<file path="config.mk">
export PLATFORM = sky130hd
export DESIGN_NAME = product_accumulator
export DESIGN_NICKNAME = d
export VERILOG_FILES = /design/src/rtl/product_accumulator.sv
export SDC_FILE = /design/constraint.sdc
export NUM_CORES = 1
export LEC_CHECK = 0
export BUFFER_PORTS_ARGS = -buffer_cell sky130_fd_sc_hd__buf_2
export CAP_MARGIN = 15
export CORE_ASPECT_RATIO = 1.2
export CORE_MARGIN = 1
export CORE_UTILIZATION = 54
export DETAILED_ROUTE_END_ITERATION = 8
export GPL_TIMING_DRIVEN = 0
export PLACE_DENSITY_LB_ADDON = 0.3
export RECOVER_POWER = 50
export SLEW_MARGIN = 30
export SYNTH_ARGS = -nofsm -noshare
export SYNTH_HDL_FRONTEND = slang
export SYNTH_SLANG_ARGS = --single-unit
</file>
<file path="constraint.sdc">
create_clock -name clk -period 2.2 [get_ports clk]
set_input_delay 0.33 -clock clk [delete_from_list [all_inputs] [get_ports clk]]
set_output_delay 0.33 -clock clk [all_outputs]
set_load 0.05 [all_outputs]
</file>
<file path="src/rtl/product_accumulator.sv">
// Sums LEN consecutive products per frame and presents the total over valid/ready.
// Optional define PROD_ACC_SAT_EN selects a saturating add instead of a wrapping add.
module product_accumulator #(
  parameter int unsigned PROD_W = 4,
  parameter int unsigned ACC_W  = 8,
  parameter int unsigned LEN    = 4
) (
  input  logic              clk,
  input  logic              rst_n,
  input  logic              clear,
  input  logic              in_valid,
  output logic              in_ready,
  input  logic [PROD_W-1:0] in_prod,
  output logic              out_valid,
  input  logic              out_ready,
  output logic [ACC_W-1:0]  out_sum,
  output logic              out_ovf
);

  localparam int unsigned CNT_W = $clog2(LEN + 1);
  localparam int unsigned SUM_W = ACC_W + 1;

  localparam logic [0:0] ST_ACC  = 1'b0;
  localparam logic [0:0] ST_HOLD = 1'b1;

  logic [0:0]       state_q, state_d;
  logic [ACC_W-1:0] acc_q, acc_d;
  logic [CNT_W-1:0] cnt_q, cnt_d;
  logic             ovf_q, ovf_d;
  logic             out_valid_q, out_valid_d;
  logic [ACC_W-1:0] out_sum_q, out_sum_d;
  logic             out_ovf_q, out_ovf_d;

  logic [SUM_W-1:0] sum_ext;
  logic [ACC_W-1:0] acc_add;
  logic             ovf_add;
  logic             last;

  // Extra top bit of the widened sum is the carry out of the accumulator.
  assign sum_ext = {1'b0, acc_q} + SUM_W'(in_prod);
  assign ovf_add = ovf_q | sum_ext[ACC_W];
`ifdef PROD_ACC_SAT_EN
  assign acc_add = ovf_add ? {ACC_W{1'b1}} : sum_ext[ACC_W-1:0];
`else
  assign acc_add = sum_ext[ACC_W-1:0];
`endif
  assign last = (cnt_q == CNT_W'(LEN - 1));

  assign in_ready  = (state_q == ST_ACC);
  assign out_valid = out_valid_q;
  assign out_sum   = out_sum_q;
  assign out_ovf   = out_ovf_q;

  // State and datapath registers.
  always_ff @(posedge clk or negedge rst_n) begin
    if (!rst_n) begin
      state_q     <= ST_ACC;
      acc_q       <= '0;
      cnt_q       <= '0;
      ovf_q       <= 1'b0;
      out_valid_q <= 1'b0;
      out_sum_q   <= '0;
      out_ovf_q   <= 1'b0;
    end else begin
      state_q     <= state_d;
      acc_q       <= acc_d;
      cnt_q       <= cnt_d;
      ovf_q       <= ovf_d;
      out_valid_q <= out_valid_d;
      out_sum_q   <= out_sum_d;
      out_ovf_q   <= out_ovf_d;
    end
  end

  // Next state; clear overrides any accept or handshake in the same cycle.
  always_comb begin
    state_d     = state_q;
    acc_d       = acc_q;
    cnt_d       = cnt_q;
    ovf_d       = ovf_q;
    out_valid_d = out_valid_q;
    out_sum_d   = out_sum_q;
    out_ovf_d   = out_ovf_q;

    if (clear) begin
      state_d     = ST_ACC;
      acc_d       = '0;
      cnt_d       = '0;
      ovf_d       = 1'b0;
      out_valid_d = 1'b0;
      out_ovf_d   = 1'b0;
    end else begin
      case (state_q)
        ST_ACC: begin
          if (in_valid) begin
            acc_d = acc_add;
            ovf_d = ovf_add;
            cnt_d = cnt_q + CNT_W'(1);
            if (last) begin
              out_sum_d   = acc_add;
              out_ovf_d   = ovf_add;
              out_valid_d = 1'b1;
              state_d     = ST_HOLD;
            end
          end
        end
        ST_HOLD: begin
          if (out_ready) begin
            out_valid_d = 1'b0;
            out_ovf_d   = 1'b0;
            acc_d       = '0;
            cnt_d       = '0;
            ovf_d       = 1'b0;
            state_d     = ST_ACC;
          end
        end
        default: state_d = ST_ACC;
      endcase
    end
  end

endmodule

</file>
==> results.py, run 1 <==
metrics = {
    "floorplan": {
        "die_h_um": 54.3,
        "dieArea_um2": 2470,
        "initial_core_util_pct": 58.7,
        "ios": 20,
        "rows": 18,
        "die_w_um": 45.5,
        "core_area_um2": 2090,
    },
    "cts": {
        "clock_sinks": 23,
        "htree_num_levels": 1,
        "cts_resized": 0,
        "numCtsBuffers": 3,
        "clock_latency_ps": 320,
        "clk_path_buf_depth": 2,
        "path_clk_slew_ps": 130,
        "cts_tree": "done",
        "cts_root_buf": "clkbuf_4",
        "holdBufCountCts": 1,
        "cts_setup_buffers": 0,
    },
    "grt": {
        "grt_max_degree": 24,
        "grt_pass1_wl_um": 3930,
        "grt_usage_pct": 22.6,
        "antenna_found_initial": 0,
        "first_global_vias": 883,
        "overflow": 0,
    },
    "synth": {
        "yosys_warnings": 0,
        "syn_area_um2": 1230,
        "syn_area_per_cell_um2": 10.5,
        "synth_cell_type_count": 36,
        "netlist_instances": 117,
        "yosysTopAreaCell": "dfrtp_1",
        "synth.ff_latch_count": 23,
        "synth.net_count": 133,
        "synth_top_area_share_pct": 46.8,
        "postSynth.asyncResetShare_pct": 100,
        "synth_area_leaders": "dfrtp_1 47%, ha_1 6.1%, nand2_1 6.1%",
        "synth_flop_cell": "dfrtp_1",
        "synth-edff-count": 0,
        "synth-seq-area-share_pct": 46.8,
    },
    "cells_and_area": {
        "final_common_cell": "dfrtp_1",
        "final_util_pct": 66.2,
        "fin_area_um2": 1390,
        "drive_above_1_share_pct": 18.6,
        "antennaDiodeCount": 0,
        "nets": 157,
        "final_cell_mix": "23 x dfrtp_1, 20 x nand2_1, 14 x buf_2",
        "syn_to_final_growth_pct": 12.9,
    },
    "route": {
        "wl_um": 2400,
        "viasPerCell": 5.59,
        "routedWlPerCell_um": 14.1,
        "antenna_left": 0,
        "drc_errors": 0,
        "drt_pass1_iterations": 4,
        "vias": 951,
        "drt_iter0_markers": 18,
    },
    "critical_path": {
        "cp_top_family": "compound AO/OA/AOI/OAI gates",
        "cp.arrival_ps": 2150,
        "timing.rr.end": "out_ovf",
        "required_ps": 2400,
        "reg2reg_depth": 6,
        "crit_path_end": "out_ovf",
        "slowest_delay_ps": 420,
        "ff2ff_setup_slack_ps": 260,
        "cpMostUsedCell": "a21o_1",
        "setup.worst_path.start": "acc_q[0]",
        "crit_path_end_kind": "flip-flop",
        "path_max_fanout": 5,
        "path_cells": "ha_1 -> fa_1 -> a21o_1 -> a21o_1 -> a31oi_1 -> o21ai_0",
        "r2r_start": "acc_q[0]",
        "crit_cells": 6,
        "path_buf_inv": 0,
        "start_kind": "flip-flop",
        "path_class": "reg2reg",
        "cp_slowest_cell": "fa_1",
    },
    "sta": {
        "min_period_ps": 1940,
        "finalMaxSlewViolations": 0,
        "timing.hold.ws_ps": 194,
        "rsz0062_at_grt": "false",
        "clock_skew_ps": 8.81,
        "setup_viol": 0,
        "tightest_slew_ps": 1220,
        "setup_slack_ps": 257,
        "relSlewSlack_pct": 18.5,
        "period_share_pct": 88.3,
        "hold_viol_final": 0,
        "fin_tns_setup_ps": 0,
        "max_freq_mhz": 515,
    },
    "status": {
        "status": "finished clean",
    },
    "placement": {
        "placed_cell_area_um2": 1360,
        "hpwl_um": 1790,
        "port-buffer-count": 18,
        "pre_cts_ws_ps": 203,
        "gp_congestion": 0.789,
    },
    "pwr": {
        "leakagePower_nw": 0.715,
        "ir_drop_v": 0.000460,
        "power_density_nw_per_um2": 640,
    },
    "hold_path": {
        "hp-class": "in2reg",
    },
    "flow_run": {
        "maxCapViolCount": 0,
    },
}
-- state kept, by name, indices dropped and copies added, names as in the netlist --
signal,flops
acc_q,8
cnt_q,3
out_ovf,1
out_sum,8
out_valid,1
ovf_q,1
state_q,1
-- how the worst min path moves through the flow --
stage	startpoint	end	slack (ps)	cells past startpoint
after floorplan	rst_n	acc_q[0]	30	0
after global placement	rst_n	acc_q[3]	320	1
after detailed placement	rst_n	acc_q[3]	330	1
after CTS	out_ready	state_q	200	2
after global routing	out_ready	state_q	190	2
final	out_ready	state_q	190	2
-- logic make-up after synthesis --
kind of cell	after synthesis	share of synthesized area [%]
AO/OA/AOI/OAI	38	21.7
XOR/XNOR	3	2.14
adder cells (fa/ha/maj)	7	7.74
buffers and inverters	7	2.24
flip-flops	23	46.8
multiplexers	2	1.83
AND/OR/NAND/NOR	37	17.5
-- through the flow --
stage / total power, mW / cells
after global routing: 0.937 / 170
after detailed placement: 0.700 / 165
after floorplan: 0.639 / 117
after CTS: 0.893 / 170
after global placement: 0.692 / 165
final: 0.888 / 170
-- cell type report --
class | instances | area, um^2
clock inverters | 1 | 5.00
inverters | 4 | 15.0
well taps | 30 | 37.5
multi-input cells | 87 | 626
clock buffers | 3 | 22.5
repair buffers | 19 | 93.8
fillers | 185 | 707
flip-flops and latches | 23 | 576
plain buffers | 3 | 12.5
-- cells in the mapped netlist (2+ instances only) --
| cell type | count |
|---|---|
| mux2_2 | 2 |
| nor2_1 | 5 |
| o21a_1 | 2 |
| ha_1 | 6 |
| clkbuf_1 | 2 |
| a211o_1 | 2 |
| a22o_1 | 5 |
| a21oi_1 | 5 |
| inv_1 | 4 |
| dfrtp_1 | 23 |
| o21ai_0 | 9 |
| nand2_1 | 20 |
| a21o_1 | 5 |
| nand3_1 | 2 |
| a22oi_1 | 2 |
| xnor2_1 | 3 |
-- worst register-to-register path: stages, from the launching register on --
cell and delay, ps:
dfrtp_1 410, ha_1 230, fa_1 420, a21o_1 210, a21o_1 240, a31oi_1 210
o21ai_0 110
-- layer usage --
metal  GRT usage, %  wire (um)  up-vias
li1               -          -      474
met1           29.0       1070      454
met2           37.9       1200       19
met3           3.96         81        4
met4           8.08         37        0
met5              0          0        -
-- power breakdown --
| part | leakage, nW | switching, mW | internal, mW |
|---|---|---|---|
| Combinational | 0.383 | 0.147 | 0.0712 |
| Clock | 0.0177 | 0.131 | 0.0682 |
| Sequential | 0.315 | 0.0186 | 0.452 |
| Total | 0.715 | 0.297 | 0.591 |
No activity file was read; power rests on OpenSTA's default activity.
==> inputs of run 2 (changes only) <==
Settings changed: CELL_PAD_IN_SITES_DETAIL_PLACEMENT set to 2, CELL_PAD_IN_SITES_GLOBAL_PLACEMENT set to 2, CORE_UTILIZATION 54 to 35.
==> results.py, run 2 (synthesis gave the netlist of run 1 again) <==
metrics = {
    "sta": {
        "hold_viol_final": 0,
        "finalMaxSlewViolations": 0,
        "period_share_pct": 89.2,
        "max_freq_mhz": 509,
        "tightest_slew_ps": 1300,
        "min_period_ps": 1960,
        "relSlewSlack_pct": 13.2,
        "clock_skew_ps": 7.33,
        "rsz0062_at_grt": "false",
        "fin_tns_setup_ps": 0,
        "setup_viol": 0,
    },
    "pwr": {
        "p_comb_share_pct": 23.2,
        "power_uw": 966,
        "power.switching_uw": 317,
        "leakagePower_nw": 0.714,
        "pwr-share-seq_pct": 48.7,
        "internal_power_uw": 649,
        "ir_drop_v": 0.000362,
        "power_density_nw_per_um2": 688,
        "swShare_pct": 32.8,
        "p_clk_share_pct": 28.1,
    },
    "route": {
        "dr_wl_met2_um": 1650,
        "drt_iter0_markers": 24,
        "m1WireLength_um": 1330,
        "drt_pass1_iterations": 3,
        "met3WireLength_um": 69,
        "antenna_left": 0,
        "viasPerCell": 5.68,
        "maxUsedRoutingLayer": "met4",
        "drc_errors": 0,
        "wl_um": 3130,
        "vias": 999,
        "routedWlPerCell_um": 17.8,
    },
    "floorplan": {
        "rows": 23,
        "ios": 20,
        "core_area_um2": 3340,
        "die_w_um": 56.1,
        "die_h_um": 66.9,
        "initial_core_util_pct": 36.8,
        "dieArea_um2": 3750,
    },
    "cts": {
        "holdBufCountCts": 0,
        "path_clk_slew_ps": 90,
        "cts_setup_buffers": 0,
        "htree_num_levels": 1,
        "numCtsBuffers": 3,
        "clock_sinks": 23,
        "cts_resized": 0,
        "cts_root_buf": "clkbuf_8",
        "cts_tree": "done",
        "clock_latency_ps": 270,
        "clk_path_buf_depth": 2,
    },
    "placement": {
        "hpwl_um": 2270,
        "port-buffer-count": 18,
        "gp_congestion": 0.701,
    },
    "status": {
        "status": "finished clean",
    },
    "critical_path": {
        "cpMostUsedCell": "a21o_1",
        "ff2ff_setup_slack_ps": 240,
        "path_cells": "ha_1 -> fa_1 -> a21o_1 -> a21o_1 -> a31oi_1 -> o21ai_0",
        "path_class": "reg2reg",
        "reg2reg_depth": 6,
        "path_max_fanout": 5,
        "timing.rr.end": "out_ovf",
        "path_buf_inv": 0,
        "required_ps": 2340,
        "slowest_delay_ps": 410,
        "cp.arrival_ps": 2100,
        "r2r_start": "acc_q[0]",
        "cp_top_family": "compound AO/OA/AOI/OAI gates",
        "crit_path_end_kind": "flip-flop",
        "start_kind": "flip-flop",
        "cp_slowest_cell": "fa_1",
    },
    "cells_and_area": {
        "fill_cells": 364,
        "syn_to_final_growth_pct": 14.3,
        "antennaDiodeCount": 0,
        "final-seq-area_um2": 576,
        "nets": 156,
        "final_common_cell": "dfrtp_1",
        "multi_input_area_um2": 626,
        "final_cell_mix": "23 x dfrtp_1, 20 x nand2_1, 13 x buf_2",
        "drive_above_1_share_pct": 18.0,
    },
    "grt": {
        "grt_usage_pct": 18.0,
        "antenna_found_initial": 0,
        "first_global_vias": 1079,
        "grt_pass1_wl_um": 5100,
        "grt_max_degree": 24,
        "overflow": 0,
    },
    "hold_path": {
        "hp-class": "in2reg",
        "hp-start": "out_ready",
        "hold_depth": 2,
        "hold_end": "state_q",
    },
    "flow_run": {
        "maxCapViolCount": 0,
    },
}
-- run 2: per-layer routing --
layer  vias to the layer above  track usage (%)
li1                        469                -
met2                        14             33.2
met3                         7             1.75
met5                         -                0
met1                       509             20.6
met4                         0             9.15
-- run 2: cell type report --
class	instances	area share, %
inverters	4	1.07
clock inverters	1	0.357
clock buffers	3	2.94
flip-flops and latches	23	41.0
plain buffers	3	0.891
repair buffers	18	5.88
well taps	37	3.30
multi-input cells	87	44.6
-- run 2: power by group through the flow --
stage | Sequential (mW) | Clock (mW) | Combinational, mW
final | 0.470 | 0.272 | 0.224
after global routing | 0.475 | 0.289 | 0.245
after CTS | 0.471 | 0.282 | 0.229
after detailed placement | 0.479 | 0 | 0.228
after global placement | 0.477 | 0 | 0.221
after floorplan | 0.537 | 0 | 0.103
-- run 2: through the flow --
stage	hold slack (ps)	area [um^2]	util, %	std cells	setup WS (ps)
final	258	1400	42.1	176	237
after global routing	280	1400	42.1	176	141
after global placement	342	1370	40.9	172	227
after floorplan	34.4	1230	-	117	459
after detailed placement	350	1370	40.9	172	185
after CTS	47.0	1410	42.3	176	218
-- run 2: worst max-delay path by stage --
stage | from | to | slack (ps) | cells past startpoint
detailed placement | in_prod[0] | out_ovf | 180 | 7
global route | acc_q[0] | out_ovf | 140 | 6
global placement | in_prod[0] | out_ovf | 230 | 7
floorplan | acc_q[0] | ovf_q | 460 | 6
CTS | acc_q[0] | out_ovf | 220 | 6
finish | acc_q[0] | out_ovf | 240 | 6
==> inputs of run 3 (changes only) <==
Settings changed: BUFFER_PORTS_ARGS -buffer_cell sky130_fd_sc_hd__buf_2 to unset, CORE_UTILIZATION 35 to 39, DONT_BUFFER_PORTS set to 1.
==> results.py, run 3 (synthesis gave the netlist of run 1 again) <==
metrics = {
    "floorplan": {
        "initial_core_util_pct": 42.5,
        "die_w_um": 53.2,
        "core_area_um2": 2890,
        "die_h_um": 63.5,
        "rows": 21,
        "ios": 20,
        "dieArea_um2": 3380,
    },
    "route": {
        "viasPerCell": 5.92,
        "drc_errors": 0,
        "vias": 929,
        "drt_iter0_markers": 8,
        "wl_um": 3030,
        "antenna_left": 0,
        "drt_pass1_iterations": 3,
        "routedWlPerCell_um": 19.3,
    },
    "cells_and_area": {
        "nets": 140,
        "antennaDiodeCount": 0,
        "fin_cells": 157,
        "drive_above_1_share_pct": 10.6,
        "final_common_cell": "dfrtp_1",
        "final_cell_mix": "23 x dfrtp_1, 20 x nand2_1, 9 x o21ai_0",
        "syn_to_final_growth_pct": 6.82,
    },
    "grt": {
        "grt_usage_pct": 20.8,
        "first_global_vias": 1042,
        "grt_pass1_wl_um": 5060,
        "overflow": 0,
        "antenna_found_initial": 0,
        "grt_max_degree": 24,
    },
    "cts": {
        "path_clk_slew_ps": 130,
        "cts_resized": 0,
        "cts_setup_buffers": 0,
        "cts_root_buf": "clkbuf_4",
        "clk_path_buf_depth": 2,
        "htree_num_levels": 1,
        "clock_sinks": 23,
        "numCtsBuffers": 3,
        "holdBufCountCts": 1,
        "cts_tree": "done",
        "clock_latency_ps": 310,
    },
    "critical_path": {
        "cp.arrival_ps": 2180,
        "start_kind": "flip-flop",
        "path_class": "reg2reg",
        "required_ps": 2430,
        "crit_path_end_kind": "flip-flop",
        "path_max_fanout": 5,
    },
    "sta": {
        "clock_skew_ps": 5.34,
        "rsz0062_at_grt": "false",
        "period_share_pct": 88.6,
        "setup_viol": 0,
        "min_period_ps": 1950,
        "hold_viol_final": 0,
        "fin_tns_setup_ps": 0,
        "tightest_slew_ps": 1300,
        "max_freq_mhz": 513,
        "relSlewSlack_pct": 13.3,
        "finalMaxSlewViolations": 0,
    },
    "placement": {
        "gp_congestion": 0.699,
        "port-buffer-count": 0,
        "dp_cells": 151,
        "hpwl_um": 2210,
    },
    "pwr": {
        "leakagePower_nw": 0.652,
        "power_density_nw_per_um2": 670,
        "ir_drop_v": 0.000309,
    },
    "status": {
        "status": "finished clean",
    },
    "hold_path": {
        "hp-class": "in2reg",
    },
    "flow_run": {
        "maxCapViolCount": 0,
    },
}
-- run 3: changes by cell type in the layout (fill, tap and decap cells not counted), sizes merged --
| cell | change |
|---|---|
| buf | -12 |
| clkbuf | -5 |
| dlygate4sd3 | +1 |
-- run 3: report_power, final --
group          internal, mW  switching, mW  leakage (nW)
Combinational        0.0589         0.0869         0.319
Sequential            0.451         0.0823         0.315
Clock                0.0679          0.133        0.0177
-- run 3: area by class of cell --
type / instances / area [um^2]
plain buffers: 3 / 12.5
clock buffers: 3 / 22.5
clock inverters: 1 / 5.00
fillers: 318 / 1580
inverters: 4 / 15.0
multi-input cells: 87 / 626
flip-flops and latches: 23 / 576
well taps: 34 / 42.5
repair buffers: 2 / 13.8
-- run 3: path summary, 6_finish.rpt --
kind | start | slack, ps | to | depth (start not counted)
min in group asynchronous | rst_n | 820 | acc_q[1] | 2
max in group asynchronous | rst_n | 620 | out_sum[5] | 2
hold reg to reg | cnt_q[2] | 510 | cnt_q[2] | 2
setup / recovery | acc_q[0] | 250 | out_sum[4] | 6
setup reg to reg | acc_q[0] | 250 | out_sum[4] | 6
hold / removal | out_ready | 80 | state_q | 1
-- run 3: per-stage QoR --
| stage | utilization (%) | total power [mW] | hold slack (ps) | instance area (um^2) | setup WS (ps) |
|---|---|---|---|---|---|
| 2_1_floorplan | - | 0.639 | 34.4 | 1230 | 459 |
| 3_3_place_gp | 44.0 | 0.666 | 34.9 | 1270 | 312 |
| 3_5_place_dp | 44.0 | 0.676 | 35.0 | 1270 | 266 |
| 4_1_cts | 45.3 | 0.889 | 66.1 | 1310 | 213 |
| 5_1_grt | 45.4 | 0.932 | 52.6 | 1310 | 94.8 |
| 6_report | 45.4 | 0.880 | 76.2 | 1310 | 251 |
-- run 3: critical path, cell delays in order (launching register included) --
cell and delay [ps]:
dfrtp_1 410, ha_1 230, fa_1 420, a21o_1 210
a21o_1 250, xnor2_1 150, o21ai_0 190
-- run 3: routing by layer --
layer / vias to the layer above / part of all wire, % / track usage [%]
met5: - / 0 / 0
met4: 0 / 0.59 / 5.92
met3: 2 / 2.0 / 2.66
met2: 9 / 53 / 35.5
met1: 478 / 44 / 26.5
li1: 440 / - / -
